--- config.mk ---
export PLATFORM = sky130hd
export DESIGN_NAME = pipe_ctrl
export DESIGN_NICKNAME = d
export VERILOG_FILES = /design/src/rtl/pipe_ctrl_pkg.sv /design/src/rtl/pipe_ctrl_perf.sv /design/src/rtl/pipe_ctrl.sv
export SDC_FILE = /design/constraint.sdc
export NUM_CORES = 1
export LEC_CHECK = 0
export ABC_CLOCK_PERIOD_IN_PS = 2500
export BUFFER_PORTS_ARGS = -buffer_cell sky130_fd_sc_hd__buf_2
export CORE_MARGIN = 3
export CORE_UTILIZATION = 48
export DETAILED_ROUTE_END_ITERATION = 8
export PLACE_DENSITY = 0.81
export REMOVE_ABC_BUFFERS = 1
export SYNTH_ARGS = -nofsm -noshare
export SYNTH_HDL_FRONTEND = slang
export SYNTH_SLANG_ARGS = --single-unit
--- constraint.sdc ---
create_clock -name clk -period 2.5 [get_ports clk]
set_input_delay 0.125 -clock clk [delete_from_list [all_inputs] [get_ports clk]]
set_output_delay 0.125 -clock clk [all_outputs]
set_load 0.1 [all_outputs]
--- src/rtl/pipe_ctrl_pkg.sv ---
// Shared definitions for the pipeline hazard/stall controller:
// stall bus width, stall vector constants and FSM state encodings.
package pipe_ctrl_pkg;

    localparam int STALL_W = 6;
    localparam int CNT_W   = 6;
    localparam int PERF_W  = 32;

    typedef logic [STALL_W-1:0] stall_bus_t;

    // Freeze vector bits: 0 PC, 1 IF, 2 ID, 3 EX, 4 MEM, 5 WB
    localparam stall_bus_t STALL_NONE = 6'b000000;
    localparam stall_bus_t STALL_IF   = 6'b000011;
    localparam stall_bus_t STALL_LU   = 6'b000111;
    localparam stall_bus_t STALL_MC   = 6'b001111;

    typedef enum logic {
        ST_IDLE = 1'b0,
        ST_BUSY = 1'b1
    } mc_state_t;

endpackage

--- src/rtl/pipe_ctrl_perf.sv ---
// Saturating performance counters for the stall controller: cycles spent
// stalled and number of load-use bubbles inserted. Only built when
// PIPE_CTRL_PERF_EN is defined.
module pipe_ctrl_perf
    import pipe_ctrl_pkg::*;
(
    input  logic              clk,
    input  logic              rst,
    input  logic              stall_active,
    input  logic              lu_event,
    output logic [PERF_W-1:0] perf_stall_cyc,
    output logic [PERF_W-1:0] perf_lu_cnt
);

    localparam logic [PERF_W-1:0] PERF_MAX = '1;

    // Count stalled cycles and load-use events, holding at all-ones
    always_ff @(posedge clk) begin
        if (rst) begin
            perf_stall_cyc <= '0;
            perf_lu_cnt    <= '0;
        end else begin
            if (stall_active && perf_stall_cyc != PERF_MAX)
                perf_stall_cyc <= perf_stall_cyc + 1'b1;
            if (lu_event && perf_lu_cnt != PERF_MAX)
                perf_lu_cnt <= perf_lu_cnt + 1'b1;
        end
    end

endmodule

--- src/rtl/pipe_ctrl.sv ---
// Pipeline stall controller: multi-cycle EX op sequencing, load-use hazard
// detection and fetch stall, prioritised into one freeze vector.
// Optional feature macro: PIPE_CTRL_PERF_EN adds perf_stall_cyc/perf_lu_cnt.
//
// state | meaning
// IDLE  | no multi-cycle op in flight
// BUSY  | multi-cycle op running in EX, cnt counts remaining stall cycles
//
// An op of length L stalls for L-1 cycles: the request cycle plus L-2 BUSY
// cycles. cnt is loaded with L-2; the FSM leaves BUSY on the edge where cnt
// reaches 0. L=2 loads cnt=0, so its single BUSY cycle is the exit cycle
// and does not stall.
module pipe_ctrl
    import pipe_ctrl_pkg::*;
(
    input  logic       clk,
    input  logic       rst,
    input  logic       id_reg1_read,
    input  logic [4:0] id_reg1_addr,
    input  logic       id_reg2_read,
    input  logic [4:0] id_reg2_addr,
    input  logic       ex_is_load,
    input  logic       ex_wreg,
    input  logic [4:0] ex_wd,
    input  logic       ex_mc_req,
    input  logic [5:0] ex_mc_len,
    input  logic       if_stall_req,
    output logic [5:0] stall,
    output logic       ex_bubble,
    output logic       busy
`ifdef PIPE_CTRL_PERF_EN
    ,
    output logic [31:0] perf_stall_cyc,
    output logic [31:0] perf_lu_cnt
`endif
);

    mc_state_t        state;
    mc_state_t        state_nx;
    logic [CNT_W-1:0] cnt;
    logic [CNT_W-1:0] cnt_nx;
    logic             mc_stall;
    logic             lu_hazard;
    logic             lu_taken;

    // Load-use hazard: ID needs the register a load in EX is about to write
    always_comb begin
        lu_hazard = ex_is_load && ex_wreg && (ex_wd != 5'd0) &&
                    ((id_reg1_read && (id_reg1_addr == ex_wd)) ||
                     (id_reg2_read && (id_reg2_addr == ex_wd)));
    end

    // Multi-cycle FSM state and counter register
    always_ff @(posedge clk) begin
        if (rst) begin
            state <= ST_IDLE;
            cnt   <= '0;
        end else begin
            state <= state_nx;
            cnt   <= cnt_nx;
        end
    end

    // Multi-cycle FSM next state and stall request
    always_comb begin
        state_nx = state;
        cnt_nx   = cnt;
        mc_stall = 1'b0;
        case (state)
            ST_IDLE: begin
                if (ex_mc_req && (ex_mc_len >= 6'd2)) begin
                    state_nx = ST_BUSY;
                    cnt_nx   = ex_mc_len - 6'd2;
                    mc_stall = 1'b1;
                end
            end
            ST_BUSY: begin
                mc_stall = (cnt != '0);
                if (cnt <= 6'd1) begin
                    state_nx = ST_IDLE;
                    cnt_nx   = '0;
                end else begin
                    cnt_nx = cnt - 6'd1;
                end
            end
            default: begin
                state_nx = ST_IDLE;
                cnt_nx   = '0;
            end
        endcase
    end

    // Prioritise stall sources; reset masks everything
    always_comb begin
        stall     = STALL_NONE;
        ex_bubble = 1'b0;
        lu_taken  = 1'b0;
        if (!rst) begin
            if (mc_stall) begin
                stall = STALL_MC;
            end else if (lu_hazard) begin
                stall     = STALL_LU;
                ex_bubble = 1'b1;
                lu_taken  = 1'b1;
            end else if (if_stall_req) begin
                stall = STALL_IF;
            end
        end
    end

    // busy follows the registered state, held low during reset
    always_comb begin
        busy = (state == ST_BUSY) && !rst;
    end

`ifdef PIPE_CTRL_PERF_EN
    pipe_ctrl_perf u_perf (
        .clk            (clk),
        .rst            (rst),
        .stall_active   (stall != STALL_NONE),
        .lu_event       (lu_taken),
        .perf_stall_cyc (perf_stall_cyc),
        .perf_lu_cnt    (perf_lu_cnt)
    );
`endif

endmodule

==> flow_summary.json <==
{
  "ff2ff_setup_slack_ns": 0.68,
  "power.density_nw_per_um2": 564,
  "run_status": "finished, final reports clean",
  "route.antenna.remaining_nets": 0,
  "placement_rows": 13,
  "setup_failing_eps_final": 0,
  "sequential_share_of_the_synthesized_area_pct": 18.8,
  "async_reset_ff_share_pct": 0,
  "maxSlewHeadroom_pct": 61.2,
  "power_frac_clock_pct": 19.8,
  "postCtsResizedCells": 0,
  "synth.cell_area_um2": 747,
  "fp.dieW_um": 45.5,
  "holdPathEnd": "cnt[0]",
  "irDropWorstVdd_mv": 0.289,
  "postLayoutCoreUtil_pct": 66.9,
  "netlist.area_leader.share_pct": 18.8,
  "floorplan.core_area_um2": 1380,
  "ys.flop_type": "sky130_fd_sc_hd__dfxtp_1",
  "firstDrtPassIters": 4,
  "hold_buffers": 0,
  "worst_tran_pin_value_ns": 0.577,
  "first_pass_grt_wire_length_mm": 2.82,
  "largest_net_degree_at_the_start_of_global_routing": 16,
  "power_switching_share_pct": 45.8,
  "htree_num_levels": 1,
  "slew_viols_final": 0,
  "critical_path.endpoint_type": "output port",
  "synth_area_leader_cell": "sky130_fd_sc_hd__dfxtp_1",
  "dpl.hpwl_mm": 1.52,
  "post_route_setup_tns_ns": 0,
  "rsz_0062_raised_after_global_routing": "false",
  "antenna_cells_inserted": 0,
  "layout_worst_path_cycle_share_pct": 83.6,
  "routed.top_layer": "met3",
  "power.combinational.fraction_pct": 51.0,
  "tritoncts_num_sinks": 7,
  "drt_iter0_markers": 23,
  "placed_cells": 137,
  "hold_violations": 0,
  "cap_violations": 0,
  "post-cts-setup-buffer-count": 0,
  "detailroute.wirelength.met3_um": 158,
  "detailroute.wirelength.met2_um": 969,
  "first_global_vias": 703,
  "final_nets": 160,
  "whs_path_depth": 3,
  "path_class": "register to output port",
  "worst-endpoint-arrival_ns": 1.96,
  "syn2layout_area_growth_pct": 23.8,
  "setup.worst_path.start_class": "register",
  "drive_gt1_share_pct": 35.7,
  "detailroute.via_count": 820,
  "syn_inst": 93,
  "vias_per_cell": 5.82,
  "tritoncts": "built",
  "ios": 37,
  "route.detailed.drc": 0,
  "port_buffers": 34,
  "synth.ff_latch_count": 7,
  "m1WireLength_um": 689,
  "post-route-min-period_ns": 2.09,
  "clock_insertion_delay_worst_skew_ns": 0.25,
  "grtUsageTotal_pct": 18.6,
  "syn-mean-instance-area_um2": 8.03,
  "antenna_violations_before_repair": 0,
  "clkTransAtPathRegs_ns": 0.05,
  "grt.overflow.total": 0,
  "crit_fanout": 4,
  "initial_core_util_pct": 54.0,
  "synth.lib_cells_used.distinct": 40,
  "rr_worst_depth": 6,
  "cellInternalPower_mw": 0.283,
  "root_buffer": "sky130_fd_sc_hd__clkbuf_4",
  "crit-reg2reg-capture": "cnt[3]",
  "cp_required_ns": 2.38,
  "tritoncts.num_buffers": 3,
  "worstHoldPathType": "primary input to register",
  "die_height_um": 45.5,
  "synth_edf_count": 0,
  "p_leak_nw": 0.429,
  "fmaxAchievable_mhz": 479,
  "cts_buffer_depth": 2,
  "power.sequential.fraction_pct": 29.2,
  "stdcell_count": 141,
  "dieArea_um2": 2070,
  "hp-start": "ex_mc_len[0]",
  "final_clock_skew_ns": 0.000627,
  "r2r_start": "cnt[0]",
  "route.final.wire_length_mm": 1.82,
  "globalplace.congestion": 0.835,
  "yosys-top-cells-area": "sky130_fd_sc_hd__dfxtp_1, sky130_fd_sc_hd__xor2_1, sky130_fd_sc_hd__ha_1",
  "synth.yosys.warnings": 0,
  "post_drt_wl_per_cell_um": 12.9,
  "total_switching_power_mw": 0.239
}
## sequential cells by signal (all words and copies together), names as in the netlist
| signal | count |
|---|---|
| cnt | 6 |
| state | 1 |
## per-stage QoR
step / total power [mW] / hold WS [ns] / setup WS, ns / cell area (µm²)
finish: 0.522 / 0.161 / 0.411 / 925
global route: 0.559 / 0.150 / 0.195 / 925
CTS: 0.525 / 0.153 / 0.408 / 925
detailed placement: 0.419 / 0.418 / 0.570 / 898
global placement: 0.411 / 0.417 / 0.587 / 898
floorplan: 0.351 / 0.194 / -1.38 / 709
## cells by family (layout without fill, tap and decap cells)
family	count (synthesis)	after routing	synth area share [%]
muxes	2	2	2.68
adders and majority gates	4	4	6.70
buffers and inverters	13	45	9.05
and+or+nand+nor	28	28	22.6
AOI/OAI and AO/OA	26	26	25.6
DFF	7	7	18.8
xor gates and xnor gates	12	12	14.1
other	1	2	0.502
## cell usage in the layout, fill, tap and decap left out, drive strengths merged
cell	n
dfxtp	7
o221ai	1
nand3	3
nand2	1
a32oi	1
mux2i	2
o22ai	2
a311oi	1
ha	4
conb	2
nor4	3
a21oi	2
nor3	1
xor2	9
nor2	5
a21bo	1
clkbuf	4
o32a	2
a31oi	2
xnor2	3
o31ai	1
or2	3
or3	2
o32ai	2
o22a	1
nand2b	5
and2	1
inv	7
o21ai	8
o31a	1
or4	2
buf	34
nor3b	2
o21a	1
## how the worst max path moves through the flow
stage / from / to / cells past startpoint
after floorplan: ex_wd[4] / stall[0] / 4
after global placement: ex_mc_len[2] / ex_bubble / 6
after detailed placement: ex_mc_len[2] / ex_bubble / 6
after CTS: cnt[5] / ex_bubble / 5
after global routing: cnt[5] / ex_bubble / 5
final: cnt[2] / ex_bubble / 5
## power groups by stage
stage	clock (mW)	sequential, mW	combinational, mW
floorplan	0	0.147	0.204
global placement	0	0.152	0.258
detailed placement	0	0.154	0.266
CTS	0.108	0.151	0.266
global route	0.117	0.155	0.286
finish	0.103	0.152	0.266
## final cells by class
cell class              count  area, µm²
clock buffers               4       26.3
well taps                  15       18.8
flip-flops and latches      7        140
multi-input cells          74        543
fillers                   126        458
repair buffers             34        170
inverters                   7       26.3
## cell usage after synthesis (2+ instances only)
cell type / instances
sky130_fd_sc_hd__or2_2: 3
sky130_fd_sc_hd__or3_1: 2
sky130_fd_sc_hd__buf_4: 3
sky130_fd_sc_hd__inv_1: 7
sky130_fd_sc_hd__nand2b_1: 5
sky130_fd_sc_hd__mux2i_1: 2
sky130_fd_sc_hd__xnor2_1: 3
sky130_fd_sc_hd__ha_1: 4
sky130_fd_sc_hd__xor2_1: 9
sky130_fd_sc_hd__nor2_1: 5
sky130_fd_sc_hd__nor4_1: 3
sky130_fd_sc_hd__o32a_1: 2
sky130_fd_sc_hd__a31oi_1: 2
sky130_fd_sc_hd__o32ai_1: 2
sky130_fd_sc_hd__a21oi_1: 2
sky130_fd_sc_hd__clkbuf_1: 2
sky130_fd_sc_hd__dfxtp_1: 7
sky130_fd_sc_hd__o21ai_0: 6
sky130_fd_sc_hd__nand3_1: 3
## per-layer routing
metal | GRT usage (%) | vias up
li1 | - | 400
met4 | 3.51 | 0
met3 | 5.93 | 0
met2 | 35.1 | 47
met1 | 19.9 | 373
met5 | 0 | -
## critical path, cell delays in order, from the launching register on
cell and delay, ns:
sky130_fd_sc_hd__dfxtp_1 0.34, sky130_fd_sc_hd__nor4_1 0.55, sky130_fd_sc_hd__nand3_1 0.13, sky130_fd_sc_hd__o21ai_1 0.09, sky130_fd_sc_hd__nor3b_2 0.15, sky130_fd_sc_hd__buf_2 0.44
Note: power is estimated with default switching activity, not from simulation.
